[src/rtl/btn_op_pkg.sv]
// Shared types and constants for the button/switch operation capture front end.
package btn_op_pkg;

  // Operation codes understood by the downstream ALU/bit-function stage.
  typedef enum logic [2:0] {
    OP_NONE = 3'd0,
    OP_LO   = 3'd1,
    OP_NO   = 3'd2,
    OP_ADD  = 3'd3,
    OP_SUB  = 3'd4,
    OP_MULT = 3'd5
  } op_t;

  // Capture FSM states.
  typedef enum logic {
    IDLE = 1'b0,
    HELD = 1'b1
  } state_t;

  // Button indices; a lower index wins when several presses coincide.
  localparam int NUM_BTNS = 5;
  localparam int BTN_C    = 0;
  localparam int BTN_U    = 1;
  localparam int BTN_D    = 2;
  localparam int BTN_L    = 3;
  localparam int BTN_R    = 4;

  // Operation selected by each button.
  function automatic op_t btn_to_op(input int idx);
    case (idx)
      BTN_C:   return OP_MULT;
      BTN_U:   return OP_LO;
      BTN_D:   return OP_NO;
      BTN_L:   return OP_ADD;
      BTN_R:   return OP_SUB;
      default: return OP_NONE;
    endcase
  endfunction

endpackage

[src/rtl/btn_op_capture_debounce.sv]
// Per-button synchroniser, debounce counter and stable-state edge detector.
module debounce #(
  parameter int SYNC_STAGES     = 2,
  parameter int DEBOUNCE_CYCLES = 1000000
) (
  input  logic clk,
  input  logic reset,
  input  logic raw,
  output logic stable,
  output logic press_pulse
);

  localparam int CNT_W = $clog2(DEBOUNCE_CYCLES) + 1;
  localparam logic [CNT_W-1:0] CNT_LAST = CNT_W'(DEBOUNCE_CYCLES - 1);

  logic [SYNC_STAGES-1:0] sync_chain;
  logic [CNT_W-1:0]       cnt;
  logic                   stable_prev;
  logic                   synced;

  assign synced = sync_chain[SYNC_STAGES-1];

  // Shift the asynchronous button level through the synchroniser flops.
  always_ff @(posedge clk or posedge reset) begin
    if (reset) sync_chain <= '0;
    else       sync_chain <= {sync_chain[SYNC_STAGES-2:0], raw};
  end

  // Count consecutive mismatching cycles; flip the stable level after a full run.
  always_ff @(posedge clk or posedge reset) begin
    if (reset) begin
      cnt    <= '0;
      stable <= 1'b0;
    end else if (synced == stable) begin
      cnt <= '0;
    end else if (cnt == CNT_LAST) begin
      stable <= ~stable;
      cnt    <= '0;
    end else begin
      cnt <= cnt + CNT_W'(1);
    end
  end

  // Remember last cycle's stable level so a rising edge can be detected.
  always_ff @(posedge clk or posedge reset) begin
    if (reset) stable_prev <= 1'b0;
    else       stable_prev <= stable;
  end

  assign press_pulse = stable & ~stable_prev;

endmodule

[src/rtl/btn_op_capture.sv]
// Debounces five buttons and captures an operation code plus switch snapshot per press.
module btn_op_capture
  import btn_op_pkg::*;
#(
  parameter int BITS            = 16,
  parameter int SYNC_STAGES     = 2,
  parameter int DEBOUNCE_CYCLES = 1000000
) (
  input  logic            clk,
  input  logic            reset,
  input  logic [BITS-1:0] SW,
  input  logic            BTNC,
  input  logic            BTNU,
  input  logic            BTND,
  input  logic            BTNL,
  input  logic            BTNR,
  output logic [BITS-1:0] sw_q,
  output logic [2:0]      op,
  output logic            op_valid,
  output logic            btn_held
);

  logic [NUM_BTNS-1:0] raw_btn;
  logic [NUM_BTNS-1:0] stable;
  logic [NUM_BTNS-1:0] press;
  logic [BITS-1:0]     sw_pipe [SYNC_STAGES];
  logic [BITS-1:0]     sw_sync;
  state_t              state, state_n;
  op_t                 op_r, op_n, sel_op;
  logic [BITS-1:0]     sw_n;
  logic                vld_n;
  logic                any_press;

  // Gather the raw buttons into a vector ordered by priority index.
  always_comb begin
    raw_btn        = '0;
    raw_btn[BTN_C] = BTNC;
    raw_btn[BTN_U] = BTNU;
    raw_btn[BTN_D] = BTND;
    raw_btn[BTN_L] = BTNL;
    raw_btn[BTN_R] = BTNR;
  end

  for (genvar g = 0; g < NUM_BTNS; g++) begin : g_btn
    debounce #(
      .SYNC_STAGES    (SYNC_STAGES),
      .DEBOUNCE_CYCLES(DEBOUNCE_CYCLES)
    ) u_debounce (
      .clk        (clk),
      .reset      (reset),
      .raw        (raw_btn[g]),
      .stable     (stable[g]),
      .press_pulse(press[g])
    );
  end

  // Synchronise the switches; they are levels, so no debouncing is applied.
  always_ff @(posedge clk or posedge reset) begin
    if (reset) begin
      for (int i = 0; i < SYNC_STAGES; i++) sw_pipe[i] <= '0;
    end else begin
      sw_pipe[0] <= SW;
      for (int i = 1; i < SYNC_STAGES; i++) sw_pipe[i] <= sw_pipe[i-1];
    end
  end

  assign sw_sync = sw_pipe[SYNC_STAGES-1];

  // Pick the highest-priority press event of this cycle (lowest index wins).
  always_comb begin
    sel_op    = OP_NONE;
    any_press = 1'b0;
    for (int i = NUM_BTNS - 1; i >= 0; i--) begin
      if (press[i]) begin
        sel_op    = btn_to_op(i);
        any_press = 1'b1;
      end
    end
  end

  // Next-state and next-output logic for the capture FSM.
  always_comb begin
    state_n = state;
    op_n    = op_r;
    sw_n    = sw_q;
    vld_n   = 1'b0;
    case (state)
      IDLE: begin
        if (any_press) begin
          op_n    = sel_op;
          sw_n    = sw_sync;
          vld_n   = 1'b1;
          state_n = HELD;
        end
      end
      HELD: begin
        if (stable == '0) state_n = IDLE;
      end
      default: state_n = IDLE;
    endcase
  end

  // Register FSM state and the captured operation/operand outputs.
  always_ff @(posedge clk or posedge reset) begin
    if (reset) begin
      state    <= IDLE;
      op_r     <= OP_NONE;
      sw_q     <= '0;
      op_valid <= 1'b0;
    end else begin
      state    <= state_n;
      op_r     <= op_n;
      sw_q     <= sw_n;
      op_valid <= vld_n;
    end
  end

  assign op       = op_r;
  assign btn_held = (state == HELD);

endmodule

[config.mk]
export PLATFORM = sky130hd
export DESIGN_NAME = btn_op_capture
export DESIGN_NICKNAME = d
export VERILOG_FILES = /design/src/rtl/btn_op_pkg.sv /design/src/rtl/btn_op_capture_debounce.sv /design/src/rtl/btn_op_capture.sv
export SDC_FILE = /design/constraint.sdc
export NUM_CORES = 1
export LEC_CHECK = 0
export BUFFER_PORTS_ARGS = -buffer_cell sky130_fd_sc_hd__clkbuf_2
export CAP_MARGIN = 20
export CORE_AREA = 2 2 179 128
export DETAILED_ROUTE_END_ITERATION = 10
export DIE_AREA = 0 0 181 130
export PLACE_DENSITY = 0.53
export SYNTH_ARGS = -nofsm -noshare
export SYNTH_HDL_FRONTEND = slang
export SYNTH_SLANG_ARGS = --single-unit
[constraint.sdc]
create_clock -name clk -period 5.33 [get_ports clk]
set_input_delay 0.2665 -clock clk [delete_from_list [all_inputs] [get_ports clk]]
set_output_delay 0.2665 -clock clk [all_outputs]
set_load 0.02 [all_outputs]
==> metrics.yaml, run 1 <==
die:
  dieArea_sq_mm: 0.02353
  die_x_microns: 181
  io_pins: 44
  die_y_microns: 130
  core_area_sq_mm: 0.02210
  row_count: 46
  floorplan.initialDensity_pct: 34.04
worst_setup_path:
  end_kind: "flip-flop"
  crit_path_start_kind: "flip-flop"
  crit_type: "flip-flop to flip-flop"
  path_max_fanout: 11
  arrival_ns: 2.90
  cp.required_ns: 5.64
run_status:
  outcome: "finished clean"
cts:
  path_clk_slew_ns: 0.07
  h-tree-depth: 4
  post_cts_resized: 0
  cts_buffers: 17
  max-clock-path-buffers: 2
  root_buffer: "clkbuf_16"
  clkSinkCount: 178
  clk_latency_ns: 0.43
  cts_tree: "built"
pwr:
  power_frac_seq_pct: 51.1
  swShare_pct: 24.95
  finalPower_mw: 2.720
  p_clk_share_pct: 45.9
  p_switching_uw: 678.6
  power_leakage_nw: 3.783
  ir_drop_v: 0.0002309
  p_comb_share_pct: 3.0
  power.density_mw_per_mm2: 304.5
  internal-power_mw: 2.041
flow_run:
  max-cap-violations: 0
drt:
  drt-initial-drc-count: 282
  antenna_left: 0
  drt_pass1_iterations: 4
  viasPerCell: 4.890
  avgRoutedWirePerCell_microns: 13.74
  num_vias: 5154
  post-route-drc-count: 0
  drt-total-wl_mm: 14.49
timing:
  hold_violations: 0
  final_max_slew_viol_count: 0
  fin_crit_ns: 2.584
  fin_worst_skew_ns: 0.01641
  fin_tns_setup_ns: 0
  fmax_ghz: 0.3871
  grt_setup_unrepaired: "no"
  setup_viol: 0
  relSlewSlack_pct: 39.06
  fin_crit_sh_pct: 48.47
  worst_slew_pin_slew_ns: 0.9042
logic_synthesis:
  synth_edf_count: 0
  synth_warnings: 0
  ys_top_cells_by_count: "dfrtp_1 (178), nor2_1 (95), xnor2_1 (52)"
  async_reset_ff_share_pct: 100.0
  synth_top_area_cell: "dfrtp_1"
  synth_flop_cell: "dfrtp_1"
  synthCells: 676
  synthesis.nets: 704
  ys_types: 44
  yosysMostFrequentCell: "dfrtp_1"
  synth_top_area_share_pct: 59.21
  synth-seq-cells: 178
  syn_area_per_cell_sq_um: 11.13
  ys_top_cells_by_area: "dfrtp_1 (59%), xnor2_1 (6.1%), nor2_1 (4.7%)"
  ys_seq_area_share_pct: 59.21
  syn_area_sq_mm: 0.007523
grt:
  grt_pass1_wl_mm: 25.19
  overflow: 0
  grt_max_degree: 67
  grtUsageTotal_pct: 13.29
  grt_pass1_vias: 5071
  antenna_found_initial: 0
final_layout:
  fin_nets: 781
  finalNonFillerCells: 1054
  post_route_cells_drive_above_1_share_pct: 15.40
  syn_to_final_growth_pct: 18.73
  n_antenna_cell: 0
worst_hold_path:
  hp-class: "flip-flop to flip-flop"
placement:
  gp_congestion: 0.8226
  hpwl_mm: 9.873
  place_inst: 1000
  portBuffers: 43
[kinds of logic after synthesis]
| group | synth area share [%] |
|---|---|
| AO/OA/AOI/OAI | 4.141 |
| XOR/XNOR | 8.848 |
| adder cells (fa/ha/maj) | 0.8315 |
| buffers and inverters | 2.029 |
| flip-flops | 59.21 |
| multiplexers | 3.559 |
| AND/OR/NAND/NOR | 21.39 |
[layer usage]
metal | GRT usage, % | vias to the layer above | part of all wire, %
li1 | - | 2532 | -
met1 | 19.06 | 2539 | 52
met2 | 19.82 | 68 | 44
met3 | 3.545 | 15 | 3.5
met4 | 4.017 | 0 | 0.95
met5 | 0 | - | 0
[cells in the final DEF, fill, tap and decap left out, types with 19 or more instances in the layout]
cell,n
nand4_1,29
dlygate4sd3_1,22
nand2_1,38
nand3_1,31
nor4_1,22
clkbuf_2,43
xor2_1,24
nor3_1,20
dfrtp_1,178
o21ai_0,19
xnor2_1,52
nor2_1,95
a21oi_1,24
mux2_2,22
inv_1,23
[power groups by stage]
stage / clock network [mW] / registers [mW] / logic [mW]
floorplan: 0 / 1.41 / 0.0472
global placement: 0 / 1.41 / 0.0706
detailed placement: 0 / 1.42 / 0.0733
CTS: 1.29 / 1.39 / 0.0863
global route: 1.35 / 1.39 / 0.0965
finish: 1.25 / 1.39 / 0.0820
[per-stage QoR]
| stage | area [sq um] | hold slack (ns) | utilization [%] | setup slack, ns |
|---|---|---|---|---|
| 6_report | 8932 | 0.3504 | 40.42 | 2.746 |
| 5_1_grt | 8932 | 0.3566 | 40.42 | 2.522 |
| 2_1_floorplan | 7523 | 0.2979 | - | 0.2332 |
| 3_3_place_gp | 8108 | 0.3329 | 36.68 | 2.942 |
| 4_1_cts | 8932 | 0.3517 | 40.42 | 2.775 |
| 3_5_place_dp | 8108 | 0.3347 | 36.68 | 2.787 |
[sequential cells by signal (all words and copies together), names as in the netlist]
signal                        cells
g_btn.u_debounce.stable           5
sw_pipe                          16
g_btn.u_debounce.stable_prev      5
sw_q                             16
sw_sync                          16
op_valid                          1
g_btn.u_debounce.sync_chain      10
g_btn.u_debounce.cnt            105
btn_held                          1
op                                3
[critical path, cell delays in order, from the launching register on]
cell and delay (ns):
dfrtp_1 0.42, ha_1 0.20, nand3_1 0.26, or4_1 0.60
o21ai_1 0.62, buf_4 0.30, nor2_1 0.07
[path summary, 6_finish.rpt]
path | start | slack (ns) | end | cells past startpoint
hold reg to reg | sw_pipe[23] | 0.35 | sw_sync[7] | 0
max in group asynchronous | reset | 3.68 | sw_pipe[31] | 4
setup / recovery | g_btn[1].u_debounce.cnt[0] | 2.75 | g_btn[1].u_debounce.cnt[13] | 6
min in group asynchronous | reset | 0.43 | op_valid | 3
hold / removal | sw_pipe[23] | 0.35 | sw_sync[7] | 0
setup reg to reg | g_btn[1].u_debounce.cnt[0] | 2.75 | g_btn[1].u_debounce.cnt[13] | 6
[final cells by class]
class / count / area (sq um)
sequential: 178 / 4454
clock buffer: 17 / 425.4
inverter: 24 / 95.09
timing repair buffer: 72 / 488.0
clock inverter: 15 / 178.9
multi-input combinational: 460 / 2930
fill: 2152 / 13170
tap: 288 / 360.3
[what timing repair did]
item	CTS	global route
endpoints found under the setup margin	0	0
hold buffers	22	0
buffers inserted	0	0
endpoints found under the hold margin	77	0
No activity file was read; power rests on OpenSTA's default activity.
==> inputs of run 2 (changes only) <==
clock period = 2.12 ns   (was 5.33 ns; I/O delays follow)
==> metrics.yaml, run 2 (synthesized netlist as in run 1, its figures left out) <==
cts:
  cts_buffers: 17  # unchanged
  h-tree-depth: 4  # unchanged
  path_clk_slew_ns: 0.07  # about the same
  cts_tree: "built"
  clk_latency_ns: 0.44  # about the same
  clkSinkCount: 178  # unchanged
  max-clock-path-buffers: 2  # unchanged
  root_buffer: "clkbuf_16"
die:
  core_area_sq_mm: 0.02210  # unchanged
  floorplan.initialDensity_pct: 34.04  # unchanged
  io_pins: 44  # unchanged
  die_y_microns: 130  # unchanged
  dieArea_sq_mm: 0.02353  # unchanged
  row_count: 46  # unchanged
  die_x_microns: 181  # unchanged
worst_setup_path:
  path_max_fanout: 14  # +3
  end_kind: "flip-flop"
  cp.required_ns: 2.44  # -3.20 ns
  r2r_cells: 5  # -1
  rr_endpoint: "g_btn[4].u_debounce.cnt[6]"
  arrival_ns: 2.29  # -0.61 ns
  worst-path-buf-inv: 1  # unchanged
  critical_path.top_delay_family: "simple AND/OR/NAND/NOR gates"
  cp_cell_sequence: "or4_1 -> nor3_1 -> a41o_1 -> buf_4 -> nor2_1"
  r2r_slack_ns: 0.15  # -2.59 ns
  cp_slowest_cell: "or4_1"
  crit_type: "flip-flop to flip-flop"
  r2r_start: "g_btn[4].u_debounce.cnt[8]"
  crit_path_start_kind: "flip-flop"
  slowest_delay_ns: 0.53  # -0.09 ns
timing:
  hold_violations: 0  # unchanged
  fin_crit_ns: 1.968  # -0.6154 ns
  grt_setup_unrepaired: "no"
  final_max_slew_viol_count: 0  # unchanged
  fin_crit_sh_pct: 92.84  # +44 points
  relSlewSlack_pct: 61.81  # +23 points
  fin_worst_skew_ns: 0.01139  # -0.005019 ns
  fmax_ghz: 0.5081  # +31%
  worst_slew_pin_slew_ns: 0.5681  # -0.3361 ns
  setup_viol: 0  # unchanged
  whs_ns: 0.2179  # -0.1325 ns
grt:
  grtUsageTotal_pct: 13.66  # +0.36 points
  grt_pass1_vias: 5255  # +3.6%
  overflow: 0  # unchanged
  grt_max_degree: 102  # +52%
  grt_pass1_wl_mm: 25.72  # +2.1%
  antenna_found_initial: 0  # unchanged
final_layout:
  n_antenna_cell: 0  # unchanged
  layout_common_cells: "dfrtp_1 (178), nor2_1 (95), xnor2_1 (52)"
  final_common_cell: "dfrtp_1"
  multi_input_area_sq_mm: 0.002930  # unchanged
  post_route_cells_drive_above_1_share_pct: 16.71  # +1.3 points
  syn_to_final_growth_pct: 20.34
  fillers: 2135  # -0.79%
  fin_nets: 793  # +1.5%
  largest_reg_flops: 105  # unchanged
  seq_area_sq_mm: 0.004454  # unchanged
  largest_register: "g_btn.u_debounce.cnt"
pwr:
  power_leakage_nw: 3.846  # +1.6%
  power.density_mw_per_mm2: 758.9  # +150%
  ir_drop_v: 0.0005766  # +150%
  finalPower_mw: 6.871  # +150%
drt:
  drt-total-wl_mm: 14.64  # +1.1%
  num_vias: 5233  # +1.5%
  drt-initial-drc-count: 335  # +19%
  drt_pass1_iterations: 4  # unchanged
  viasPerCell: 4.909  # +0.39%
  antenna_left: 0  # unchanged
  avgRoutedWirePerCell_microns: 13.74  # about the same
  post-route-drc-count: 0  # unchanged
placement:
  gp_congestion: 0.8543  # +3.9%
  portBuffers: 43  # unchanged
  hpwl_mm: 10.09  # +2.2%
flow_run:
  max-cap-violations: 0  # unchanged
run_status:
  outcome: "finished clean"
worst_hold_path:
  hp-class: "primary input to asynchronous set/reset pin"
run 2: what timing repair did:
action | 4_1_cts | 5_1_grt
resized for setup | 0 | 0
setup buffers | 0 | 0
hold endpoints to repair | 36 | 0
hold buffers | 22 | 0
run 2: report_power, final:
group	switching [mW]	internal, mW	leakage [nW]	total, mW
clock network	1.47	1.68	0.283	3.15
logic	0.133	0.0880	1.18	0.221
registers	0.0397	3.46	2.38	3.50
total	1.65	5.23	3.85	6.87
run 2: stage by stage:
| step | TNS, ns | instance area [sq um] | instances | setup slack [ns] | utilization (%) |
|---|---|---|---|---|---|
| 2_1_floorplan | -47.46 | 7527 | 676 | -0.2666 | - |
| 3_3_place_gp | 0 | 8234 | 1012 | 0.2935 | 37.26 |
| 3_5_place_dp | 0 | 8234 | 1012 | 0.2101 | 37.26 |
| 4_1_cts | 0 | 9054 | 1066 | 0.1985 | 40.96 |
| 5_1_grt | 0 | 9054 | 1066 | 0.03103 | 40.96 |
| 6_report | 0 | 9054 | 1066 | 0.1518 | 40.96 |
run 2: worst min-delay path, stage by stage:
cell and delay (ns):
dlygate4sd3_1 0.53, clkbuf_2 0.12, clkinvlp_4 0.29
run 2: per-layer routing:
layer	vias up	global-route usage (%)	share of wire (%)
met4	0	4.974	1.6
met5	-	0	0
met3	18	3.824	4.3
li1	2555	-	-
met1	2568	19.27	51
met2	92	20.20	43
run 2: worst max-delay path by stage:
| stage | endpoint | depth (start not counted) | start |
|---|---|---|---|
| after floorplan | btn_held | 1 | reset |
| after global placement | g_btn[4].u_debounce.cnt[12] | 5 | g_btn[4].u_debounce.cnt[7] |
| after detailed placement | g_btn[4].u_debounce.cnt[6] | 5 | g_btn[4].u_debounce.cnt[8] |
| after CTS | g_btn[4].u_debounce.cnt[3] | 5 | g_btn[4].u_debounce.cnt[8] |
| after global routing | g_btn[4].u_debounce.cnt[6] | 5 | g_btn[4].u_debounce.cnt[8] |
| final | g_btn[4].u_debounce.cnt[6] | 5 | g_btn[4].u_debounce.cnt[8] |
run 2: area by class of cell:
| type | count | area share (%) |
|---|---|---|
| timing repair buffer | 84 | 6.799 |
| inverter | 24 | 1.036 |
| clock inverter | 15 | 1.921 |
| sequential | 178 | 49.20 |
| multi-input combinational | 460 | 32.37 |
| tap | 288 | 3.980 |
| clock buffer | 17 | 4.699 |
